`src/rtl/mem_stage_pkg.sv`:
```
// mem_stage_pkg: shared widths, LoongArch load/store aluop codes and FSM encoding for the memory stage.
package mem_stage_pkg;
    localparam int ADDR_W      = 32;
    localparam int DATA_W      = 32;
    localparam int ALUOP_BUS_W = 8;
    localparam int REG_BUS_W   = 32;
    localparam int REG_ADDR_W  = 5;

    localparam logic [ALUOP_BUS_W-1:0] EXE_ADD_OP   = 8'h10;
    localparam logic [ALUOP_BUS_W-1:0] EXE_LD_B_OP  = 8'h30;
    localparam logic [ALUOP_BUS_W-1:0] EXE_LD_H_OP  = 8'h31;
    localparam logic [ALUOP_BUS_W-1:0] EXE_LD_W_OP  = 8'h32;
    localparam logic [ALUOP_BUS_W-1:0] EXE_LD_BU_OP = 8'h33;
    localparam logic [ALUOP_BUS_W-1:0] EXE_LD_HU_OP = 8'h34;
    localparam logic [ALUOP_BUS_W-1:0] EXE_ST_B_OP  = 8'h38;
    localparam logic [ALUOP_BUS_W-1:0] EXE_ST_H_OP  = 8'h39;
    localparam logic [ALUOP_BUS_W-1:0] EXE_ST_W_OP  = 8'h3a;

    typedef enum logic [1:0] {
        IDLE  = 2'd0,
        BUSY  = 2'd1,
        DRAIN = 2'd2
    } state_e;

    function automatic logic is_store_op(input logic [ALUOP_BUS_W-1:0] op);
        return op inside {EXE_ST_B_OP, EXE_ST_H_OP, EXE_ST_W_OP};
    endfunction

    function automatic logic is_mem_op(input logic [ALUOP_BUS_W-1:0] op);
        return is_store_op(op) || (op inside {EXE_LD_B_OP, EXE_LD_H_OP, EXE_LD_W_OP, EXE_LD_BU_OP, EXE_LD_HU_OP});
    endfunction
endpackage

```
`src/rtl/mem_stage_if.sv`:
```
// mem_stage_if: word-wide request/acknowledge data bus between the memory stage and memory.
interface mem_stage_if;
    import mem_stage_pkg::*;
    logic              dbus_req_o;
    logic              dbus_we_o;
    logic [ADDR_W-1:0] dbus_addr_o;
    logic [3:0]        dbus_wstrb_o;
    logic [DATA_W-1:0] dbus_wdata_o;
    logic [DATA_W-1:0] dbus_rdata_i;
    logic              dbus_ack_i;

    modport master (
        output dbus_req_o, dbus_we_o, dbus_addr_o, dbus_wstrb_o, dbus_wdata_o,
        input  dbus_rdata_i, dbus_ack_i
    );
    modport slave (
        input  dbus_req_o, dbus_we_o, dbus_addr_o, dbus_wstrb_o, dbus_wdata_o,
        output dbus_rdata_i, dbus_ack_i
    );
endinterface

```
`src/rtl/mem_stage_align.sv`:
```
// mem_align: byte-lane steering for stores, load extraction/extension and misalignment detection.
module mem_align
    import mem_stage_pkg::*;
(
    input  logic [ALUOP_BUS_W-1:0] op_i,
    input  logic [1:0]             addr_i,
    input  logic [REG_BUS_W-1:0]   reg2_i,
    input  logic [DATA_W-1:0]      rdata_i,
    output logic [3:0]             wstrb_o,
    output logic [DATA_W-1:0]      wdata_o,
    output logic [REG_BUS_W-1:0]   ldata_o,
    output logic                   misaligned_o
);
    logic [7:0]  lb;
    logic [15:0] lh;
    logic        half, word;

    assign lb   = rdata_i[{addr_i, 3'b000} +: 8];
    assign lh   = rdata_i[{addr_i[1], 4'b0000} +: 16];
    assign half = op_i inside {EXE_LD_H_OP, EXE_LD_HU_OP, EXE_ST_H_OP};
    assign word = op_i inside {EXE_LD_W_OP, EXE_ST_W_OP};
    assign misaligned_o = (half & addr_i[0]) | (word & (addr_i != 2'b00));

    assign wstrb_o = op_i == EXE_ST_B_OP ? 4'b0001 << addr_i
                   : op_i == EXE_ST_H_OP ? 4'b0011 << {addr_i[1], 1'b0}
                   : op_i == EXE_ST_W_OP ? 4'b1111 : 4'b0000;
    assign wdata_o = op_i == EXE_ST_B_OP ? {4{reg2_i[7:0]}}
                   : op_i == EXE_ST_H_OP ? {2{reg2_i[15:0]}}
                   : op_i == EXE_ST_W_OP ? reg2_i : '0;
    assign ldata_o = op_i == EXE_LD_B_OP  ? {{24{lb[7]}}, lb}
                   : op_i == EXE_LD_BU_OP ? {24'b0, lb}
                   : op_i == EXE_LD_H_OP  ? {{16{lh[15]}}, lh}
                   : op_i == EXE_LD_HU_OP ? {16'b0, lh}
                   : op_i == EXE_LD_W_OP  ? rdata_i : '0;
endmodule

```
`src/rtl/mem_stage.sv`:
```
// mem_stage: LoongArch load/store stage over a req/ack data bus with a registered one-cycle WB result.
module mem_stage
    import mem_stage_pkg::*;
(
    input  logic                   clk,
    input  logic                   rst,
    input  logic                   in_valid_i,
    output logic                   in_ready_o,
    input  logic [ALUOP_BUS_W-1:0] aluop_i,
    input  logic [ADDR_W-1:0]      mem_addr_i,
    input  logic [REG_BUS_W-1:0]   reg2_i,
    input  logic [REG_ADDR_W-1:0]  wd_i,
    input  logic                   wreg_i,
    input  logic [REG_BUS_W-1:0]   wdata_i,
    input  logic [ADDR_W-1:0]      inst_pc_i,
    input  logic                   flush_i,
    mem_stage_if.master            dbus,
    output logic                   out_valid_o,
    output logic [REG_ADDR_W-1:0]  wd_o,
    output logic                   wreg_o,
    output logic [REG_BUS_W-1:0]   wdata_o,
    output logic [ADDR_W-1:0]      inst_pc_o,
    output logic                   ale_o,
    output logic                   stallreq_o
);
    state_e                 state_q;
    logic                   req_q, we_q, valid_q, ale_q, wreg_q, owreg_q;
    logic [ADDR_W-1:0]      addr_q, pc_q, opc_q;
    logic [3:0]             wstrb_q;
    logic [DATA_W-1:0]      bwdata_q;
    logic [ALUOP_BUS_W-1:0] op_q;
    logic [1:0]             lo_q;
    logic [REG_ADDR_W-1:0]  wd_q, owd_q;
    logic [REG_BUS_W-1:0]   owdata_q;
    logic                   idle, accept, mem_op, mis;
    logic [3:0]             wstrb;
    logic [DATA_W-1:0]      wdata, ldata;

    assign idle   = state_q == IDLE;
    assign accept = idle & in_valid_i & ~flush_i;
    assign mem_op = is_mem_op(aluop_i);

    // In IDLE the aligner steers the incoming store; while busy it extracts the latched load.
    mem_align u_align (
        .op_i        (idle ? aluop_i : op_q),
        .addr_i      (idle ? mem_addr_i[1:0] : lo_q),
        .reg2_i      (reg2_i),
        .rdata_i     (dbus.dbus_rdata_i),
        .wstrb_o     (wstrb),
        .wdata_o     (wdata),
        .ldata_o     (ldata),
        .misaligned_o(mis)
    );

    always_ff @(posedge clk or negedge rst) begin
        if (!rst) begin
            state_q  <= IDLE;
            req_q    <= 1'b0;
            we_q     <= 1'b0;
            addr_q   <= '0;
            wstrb_q  <= '0;
            bwdata_q <= '0;
            op_q     <= '0;
            lo_q     <= '0;
            wd_q     <= '0;
            wreg_q   <= 1'b0;
            pc_q     <= '0;
            valid_q  <= 1'b0;
            ale_q    <= 1'b0;
            owd_q    <= '0;
            owreg_q  <= 1'b0;
            owdata_q <= '0;
            opc_q    <= '0;
        end else begin
            valid_q <= 1'b0;
            ale_q   <= 1'b0;
            case (state_q)
                IDLE: if (accept) begin
                    if (mem_op && !mis) begin
                        state_q  <= BUSY;
                        req_q    <= 1'b1;
                        we_q     <= is_store_op(aluop_i);
                        addr_q   <= {mem_addr_i[ADDR_W-1:2], 2'b00};
                        wstrb_q  <= wstrb;
                        bwdata_q <= wdata;
                        op_q     <= aluop_i;
                        lo_q     <= mem_addr_i[1:0];
                        wd_q     <= wd_i;
                        wreg_q   <= wreg_i & ~is_store_op(aluop_i);
                        pc_q     <= inst_pc_i;
                    end else begin
                        // Misaligned accesses report the faulting address in place of data.
                        valid_q  <= 1'b1;
                        ale_q    <= mem_op;
                        owd_q    <= wd_i;
                        owreg_q  <= wreg_i & ~mem_op;
                        owdata_q <= mem_op ? mem_addr_i : wdata_i;
                        opc_q    <= inst_pc_i;
                    end
                end
                BUSY: if (dbus.dbus_ack_i) begin
                    state_q <= IDLE;
                    req_q   <= 1'b0;
                    if (!flush_i) begin
                        valid_q  <= 1'b1;
                        owd_q    <= wd_q;
                        owreg_q  <= wreg_q;
                        owdata_q <= ldata;
                        opc_q    <= pc_q;
                    end
                end else if (flush_i) begin
                    state_q <= DRAIN;
                end
                DRAIN: if (dbus.dbus_ack_i) begin
                    state_q <= IDLE;
                    req_q   <= 1'b0;
                end
                default: state_q <= IDLE;
            endcase
        end
    end

    assign in_ready_o        = idle;
    assign stallreq_o        = ~idle;
    assign dbus.dbus_req_o   = req_q;
    assign dbus.dbus_we_o    = we_q;
    assign dbus.dbus_addr_o  = addr_q;
    assign dbus.dbus_wstrb_o = wstrb_q;
    assign dbus.dbus_wdata_o = bwdata_q;
    assign out_valid_o       = valid_q;
    assign wd_o              = owd_q;
    assign wreg_o            = owreg_q;
    assign wdata_o           = owdata_q;
    assign inst_pc_o         = opc_q;
    assign ale_o             = ale_q;
endmodule

```
`src/flat_wrapper.sv`:
```
// flat-port wrapper written by rule: the top's interface ports become plain ports
module mem_stage_flat import mem_stage_pkg::*;
  (clk, rst, in_valid_i, in_ready_o, aluop_i, mem_addr_i, reg2_i, wd_i, wreg_i, wdata_i, inst_pc_i, flush_i, out_valid_o, wd_o, wreg_o, wdata_o, inst_pc_o, ale_o, stallreq_o, dbus_dbus_req_o, dbus_dbus_we_o, dbus_dbus_addr_o, dbus_dbus_wstrb_o, dbus_dbus_wdata_o, dbus_dbus_rdata_i, dbus_dbus_ack_i);
  mem_stage_if dbus_i ();
  input  logic clk;
  input  logic rst;
  input  logic in_valid_i;
  output logic in_ready_o;
  input  logic [ALUOP_BUS_W-1:0] aluop_i;
  input  logic [ADDR_W-1:0] mem_addr_i;
  input  logic [REG_BUS_W-1:0] reg2_i;
  input  logic [REG_ADDR_W-1:0] wd_i;
  input  logic wreg_i;
  input  logic [REG_BUS_W-1:0] wdata_i;
  input  logic [ADDR_W-1:0] inst_pc_i;
  input  logic flush_i;
  output logic out_valid_o;
  output logic [REG_ADDR_W-1:0] wd_o;
  output logic wreg_o;
  output logic [REG_BUS_W-1:0] wdata_o;
  output logic [ADDR_W-1:0] inst_pc_o;
  output logic ale_o;
  output logic stallreq_o;
  output wire logic [$bits(dbus_i.dbus_req_o)-1:0] dbus_dbus_req_o;
  output wire logic [$bits(dbus_i.dbus_we_o)-1:0] dbus_dbus_we_o;
  output wire logic [$bits(dbus_i.dbus_addr_o)-1:0] dbus_dbus_addr_o;
  output wire logic [$bits(dbus_i.dbus_wstrb_o)-1:0] dbus_dbus_wstrb_o;
  output wire logic [$bits(dbus_i.dbus_wdata_o)-1:0] dbus_dbus_wdata_o;
  input wire logic [$bits(dbus_i.dbus_rdata_i)-1:0] dbus_dbus_rdata_i;
  input wire logic [$bits(dbus_i.dbus_ack_i)-1:0] dbus_dbus_ack_i;
  assign dbus_dbus_req_o = dbus_i.dbus_req_o;
  assign dbus_dbus_we_o = dbus_i.dbus_we_o;
  assign dbus_dbus_addr_o = dbus_i.dbus_addr_o;
  assign dbus_dbus_wstrb_o = dbus_i.dbus_wstrb_o;
  assign dbus_dbus_wdata_o = dbus_i.dbus_wdata_o;
  assign dbus_i.dbus_rdata_i = dbus_dbus_rdata_i;
  assign dbus_i.dbus_ack_i = dbus_dbus_ack_i;
  mem_stage u_core (.clk(clk), .rst(rst), .in_valid_i(in_valid_i), .in_ready_o(in_ready_o), .aluop_i(aluop_i), .mem_addr_i(mem_addr_i), .reg2_i(reg2_i), .wd_i(wd_i), .wreg_i(wreg_i), .wdata_i(wdata_i), .inst_pc_i(inst_pc_i), .flush_i(flush_i), .dbus(dbus_i), .out_valid_o(out_valid_o), .wd_o(wd_o), .wreg_o(wreg_o), .wdata_o(wdata_o), .inst_pc_o(inst_pc_o), .ale_o(ale_o), .stallreq_o(stallreq_o));
endmodule
```
`config.mk`:
```
export PLATFORM = sky130hd
export DESIGN_NAME = mem_stage_flat
export DESIGN_NICKNAME = d
export VERILOG_FILES = /design/src/rtl/mem_stage_pkg.sv /design/src/rtl/mem_stage_if.sv /design/src/rtl/mem_stage_align.sv /design/src/rtl/mem_stage.sv /design/src/flat_wrapper.sv
export SDC_FILE = /design/constraint.sdc
export NUM_CORES = 1
export LEC_CHECK = 0
export CORE_MARGIN = 10
export CORE_UTILIZATION = 50
export CTS_CLUSTER_DIAMETER = 30
export DETAILED_ROUTE_END_ITERATION = 8
export MAX_ROUTING_LAYER = met4
export PLACE_DENSITY = 0.93
export SKIP_LAST_GASP = 1
export SYNTH_ARGS = -nofsm -noshare
export SYNTH_HDL_FRONTEND = slang
export SYNTH_SLANG_ARGS = --single-unit
```
`constraint.sdc`:
```
create_clock -name clk -period 5.3 [get_ports clk]
set_clock_uncertainty 0.1 [all_clocks]
set_input_delay 1.59 -clock clk [delete_from_list [all_inputs] [get_ports clk]]
set_output_delay 1.59 -clock clk [all_outputs]
set_load 0.02 [all_outputs]
```
==> out/results.env <==
RUN_STATUS='finished clean'
SYNTH.FF_LATCH_COUNT=190
SETUP_VIOL_COUNT_FINAL=0
CRITICALPATHCATEGORY='input pin to flip-flop'
DETAILEDROUTE.FIRSTITERATIONVIOLATIONS=717
WIRE_PER_INST_UM=24.66
REMAINING_DRC_ERRORS=0
POST_CTS.RESIZED_INSTANCES=0
BUFFER_PORTS.INSERTED=320
STDCELL_AREA_UM2=13600
CLOCK-ROOT-BUFFER='sky130_fd_sc_hd__clkbuf_16'
GRT_OVERFLOW=0
MOST_FREQUENT_CELLS_IN_THE_LAYOUT='sky130_fd_sc_hd__clkdlybuf4s50_1 (319), sky130_fd_sc_hd__dfrtp_1 (190), sky130_fd_sc_hd__mux2_2 (129), sky130_fd_sc_hd__nand2_1 (68), sky130_fd_sc_hd__mux2_1 (54)'
CTS.CLK_SLEW.WORST_PATHS_PS=80
SLEW-LIMIT-HEADROOM_PCT=11.56
FINAL.SETUP.TNS_PS=0
POST_SYNTH_XOR_AREA_FRACTION_PCT=0.3645
CTS_BUFFERS=17
WORST-SLEW-PIN-TRANSITION_PS=1317
FIRST_GLOBAL_VIAS=8491
ARRIVAL_PS=4710
IO-PIN-COUNT=323
CELLS_TRAVERSED_ALONG_THE_WORST_TIMING_PATH='clkdlybuf4s50_1 > mux2i_4 > mux2i_1 > mux2i_2 > a211oi_4 > a32oi_1 > mux2_1'
SYNTH.CELL_AREA_UM2=9610
POWER_DENSITY_nW_PER_UM2=460.2
SEQ_AREA_FRAC_SYNTH_PCT=49.47
COMPOUND_GATE_FRACTION_OF_SYNTH_AREA_PCT=13.54
GLOBAL_ROUTE.USAGE.TOTAL_PCT=26.88
ROUTE.DETAILED.VIAS_PER_INST=5.915
SYN_AREA_PER_CELL_UM2=12.43
TOTALWIRELENGTH_MM=33.42
ENDPOINT_REQUIRED_TIME_ON_THE_CRITICAL_PATH_PS=5510
DRT_FIRST_PASS_ITERS=6
CRITICAL-PATH-MAX-STAGE-DELAY_PS=800
POWER.STATIC_LEAKAGE_uW=0.005680
SYNTH_ADDER_AREA_SHARE_PCT=0.3906
DETAILED_PLACE_HPWL_MM=24.96
SYNTH_TOP_FAMILY_BY_AREA='multiplexers'
DIE_W_UM=158.6
TIMING.CRITICAL_PATH.MAX_DELAY_FAMILY='multiplexers'
DRV_CAP=0
HOLDCRITPATHCLASS='flip-flop to flip-flop'
CTS-HOLD-FIX-BUFFERS=0
FP.DIEAREA_UM2=25170
UNREPAIRED_SETUP_ENDPOINTS_AFTER_GLOBAL_ROUTING='no'
COUNT_OF_FLIP_FLOPS_WITH_A_BUILT_IN_ENABLE_AFTER_SYNTHESIS=0
TIMING.CRITICAL_PATH.TO_TYPE='flip-flop'
WORST_PATH_MAX_DELAY_CELL='sky130_fd_sc_hd__a211oi_4'
MAXIMUM_FANOUT_ALONG_THE_WORST_PATH=16
ROUTE.ANTENNA.REMAINING_NETS=0
YOSYS_WARNINGS=0
FILLERS=1247
LAYOUT_WORST_PATH_CYCLE_SHARE_PCT=84.95
GATE_COUNT_POST_SYNTH=773
POST_CTS_BUFFERS=0
PERIOD_NEEDED_PS=4502
SYNTHTOLAYOUTAREAGROWTH_PCT=41.56
MAXSLEWVIOLCOUNT=0
FINAL_NETS=1256
DIE_H_UM=158.6
FIRST_PASS_GRT_WIRE_LENGTH_MM=50.45
MAX-VDD-IR-DROP_V=0.0002811
POST_SYNTHESIS_SIMPLE_GATE_AREA_FRACTION_PCT=5.885
CLOCK_INSERTION_DELAY_WORST_SKEW_PS=430
PLACE_CONGESTION=0.9196
PLACED_AREA_UM2=13010
ASYNC_SET_RESET_FLOP_SHARE_OUT_OF_SYNTHESIS_PCT=100.0
DETAILROUTE.VIA_COUNT=8015
FINAL_HOLD_VIOL_COUNT=0
CTS_NUM_SINKS=190
GRT_START_MAX_NET_PINS=111
CTSLONGESTPATHBUFFERS=2
DRIVE_GT1_SHARE_PCT=19.50
ROWS=50
CTS_MAX_LEVEL=4
SYNTHFLOPTYPE='sky130_fd_sc_hd__dfrtp_1'
TRITONCTS='yes'
TYPE_OF_ELEMENT_LAUNCHING_THE_CRITICAL_PATH='input pin'
PATH_BUF_INV=1
MAXCLOCKFREQUENCY_MHz=222.1
INITIAL_CORE_UTIL_PCT=51.04
DESIGN.CORE.AREA_UM2=18830
ANTENNA_FOUND_INITIAL=8
YOSYS-MUX-AREA-FRACTION_PCT=26.94
LAYOUT_COMMONEST_CELL='sky130_fd_sc_hd__clkdlybuf4s50_1'
NUMBER_OF_UNIQUE_STANDARD_CELL_TYPES_USED_BY_SYNTHESIS=66
cell type report:
cell class	instances	area (um^2)	area share, %
repair buffers	336	3352	24.64
clock inverters	15	153.9	1.131
well taps	260	325.3	2.391
diodes	8	20.02	0.1472
clock buffers	17	425.4	3.127
inverters	8	30.03	0.2207
flip-flops and latches	190	4755	34.95
multi-input cells	521	4543	33.39
report_power, final:
| part | switching (uW) | total [uW] | internal (uW) |
|---|---|---|---|
| clock network | 616 | 1280 | 666 |
| logic | 1430 | 2840 | 1410 |
| registers | 247 | 2140 | 1890 |
| total | 2290 | 6260 | 3970 |
metal layers:
layer	wire length, um	vias up	global-route usage, %	share of wire, %
li1	-	3513	-	-
met1	12250	4012	29.97	37
met2	16480	426	44.06	49
met3	3862	64	10.31	12
met4	819	0	8.161	2.5
met5	0	-	-	0
cell families after synthesis:
logic type	Yosys count
XOR/XNOR	4
AND/OR/NAND/NOR	116
multiplexers	219
other	1
buffers and inverters	63
flip-flops	190
adder cells (fa/ha/maj)	3
AO/OA/AOI/OAI	177
cell usage after synthesis (4+ instances only):
| library cell | n | share of area, % |
|---|---|---|
| sky130_fd_sc_hd__a211oi_1 | 8 | 0.62 |
| sky130_fd_sc_hd__a21boi_0 | 7 | 0.55 |
| sky130_fd_sc_hd__a21oi_1 | 18 | 0.94 |
| sky130_fd_sc_hd__a221oi_1 | 9 | 0.82 |
| sky130_fd_sc_hd__a222oi_1 | 8 | 0.83 |
| sky130_fd_sc_hd__a22o_1 | 8 | 0.73 |
| sky130_fd_sc_hd__a22oi_1 | 16 | 1.2 |
| sky130_fd_sc_hd__a31oi_1 | 18 | 1.2 |
| sky130_fd_sc_hd__a32oi_1 | 18 | 1.6 |
| sky130_fd_sc_hd__buf_2 | 13 | 0.68 |
| sky130_fd_sc_hd__buf_4 | 11 | 0.86 |
| sky130_fd_sc_hd__buf_6 | 4 | 0.47 |
| sky130_fd_sc_hd__clkbuf_1 | 26 | 1.0 |
| sky130_fd_sc_hd__dfrtp_1 | 190 | 49 |
| sky130_fd_sc_hd__inv_1 | 8 | 0.31 |
| sky130_fd_sc_hd__mux2_1 | 54 | 6.3 |
| sky130_fd_sc_hd__mux2_2 | 129 | 15 |
| sky130_fd_sc_hd__mux2_4 | 8 | 1.2 |
| sky130_fd_sc_hd__mux2i_1 | 18 | 1.9 |
| sky130_fd_sc_hd__mux4_2 | 4 | 0.94 |
| sky130_fd_sc_hd__nand2_1 | 68 | 2.7 |
| sky130_fd_sc_hd__nor2_1 | 11 | 0.43 |
| sky130_fd_sc_hd__nor2b_1 | 5 | 0.33 |
| sky130_fd_sc_hd__nor3_1 | 5 | 0.26 |
| sky130_fd_sc_hd__o21ai_0 | 40 | 2.1 |
| sky130_fd_sc_hd__o31ai_1 | 9 | 0.70 |
worst reg2reg max path, delay by kind of cell (launching register included):
family,cells,cell delay [ps]
flip-flops,1,390
multiplexers,4,1800
AO/OA/AOI/OAI,2,990
adder cells (fa/ha/maj),1,720
buffers and inverters,1,110
worst paths after layout:
kind	slack, ps	from	cells after the start	end
worst max-delay path	800	mem_addr_i[1]	7	u_core.wdata_o[19]
worst min-delay path	370	u_core.op_q[5]	1	u_core.op_q[5]
worst max register to register	1080	u_core.state_q[0]	8	u_core.wdata_o[19]
worst min register to register	370	u_core.op_q[5]	1	u_core.op_q[5]
max in group asynchronous	2960	rst	2	u_core.dbus.dbus_wdata_o[4]
min in group asynchronous	1160	rst	1	u_core.inst_pc_o[2]
stage by stage:
step	worst slack (ps)	total power (uW)	cells	util [%]	hold slack, ps
CTS	940.1	6299	1347	72.14	367.9
floorplan	1665	3731	774	-	325.8
finish	797.9	6261	1355	72.25	371.9
global route	776.0	6546	1355	72.25	402.5
detailed placement	491.4	5000	1315	69.06	345.3
global placement	608.0	4906	1315	69.06	342.0
flip-flops by register name, summed over array words and instances, names as in the netlist:
signal                    cells
u_core.state_q                2
u_core.inst_pc_o             32
u_core.out_valid_o            1
u_core.wreg_o                 1
u_core.wd_o                   5
u_core.op_q                   8
u_core.dbus.dbus_wstrb_o      4
u_core.wreg_q                 1
u_core.wdata_o               32
u_core.dbus.dbus_we_o         1
u_core.wd_q                   5
u_core.dbus.dbus_addr_o      30
u_core.dbus.dbus_wdata_o     32
u_core.dbus.dbus_req_o        1
u_core.lo_q                   2
u_core.pc_q                  32
u_core.ale_o                  1
Power figures use the tool's default switching activity.
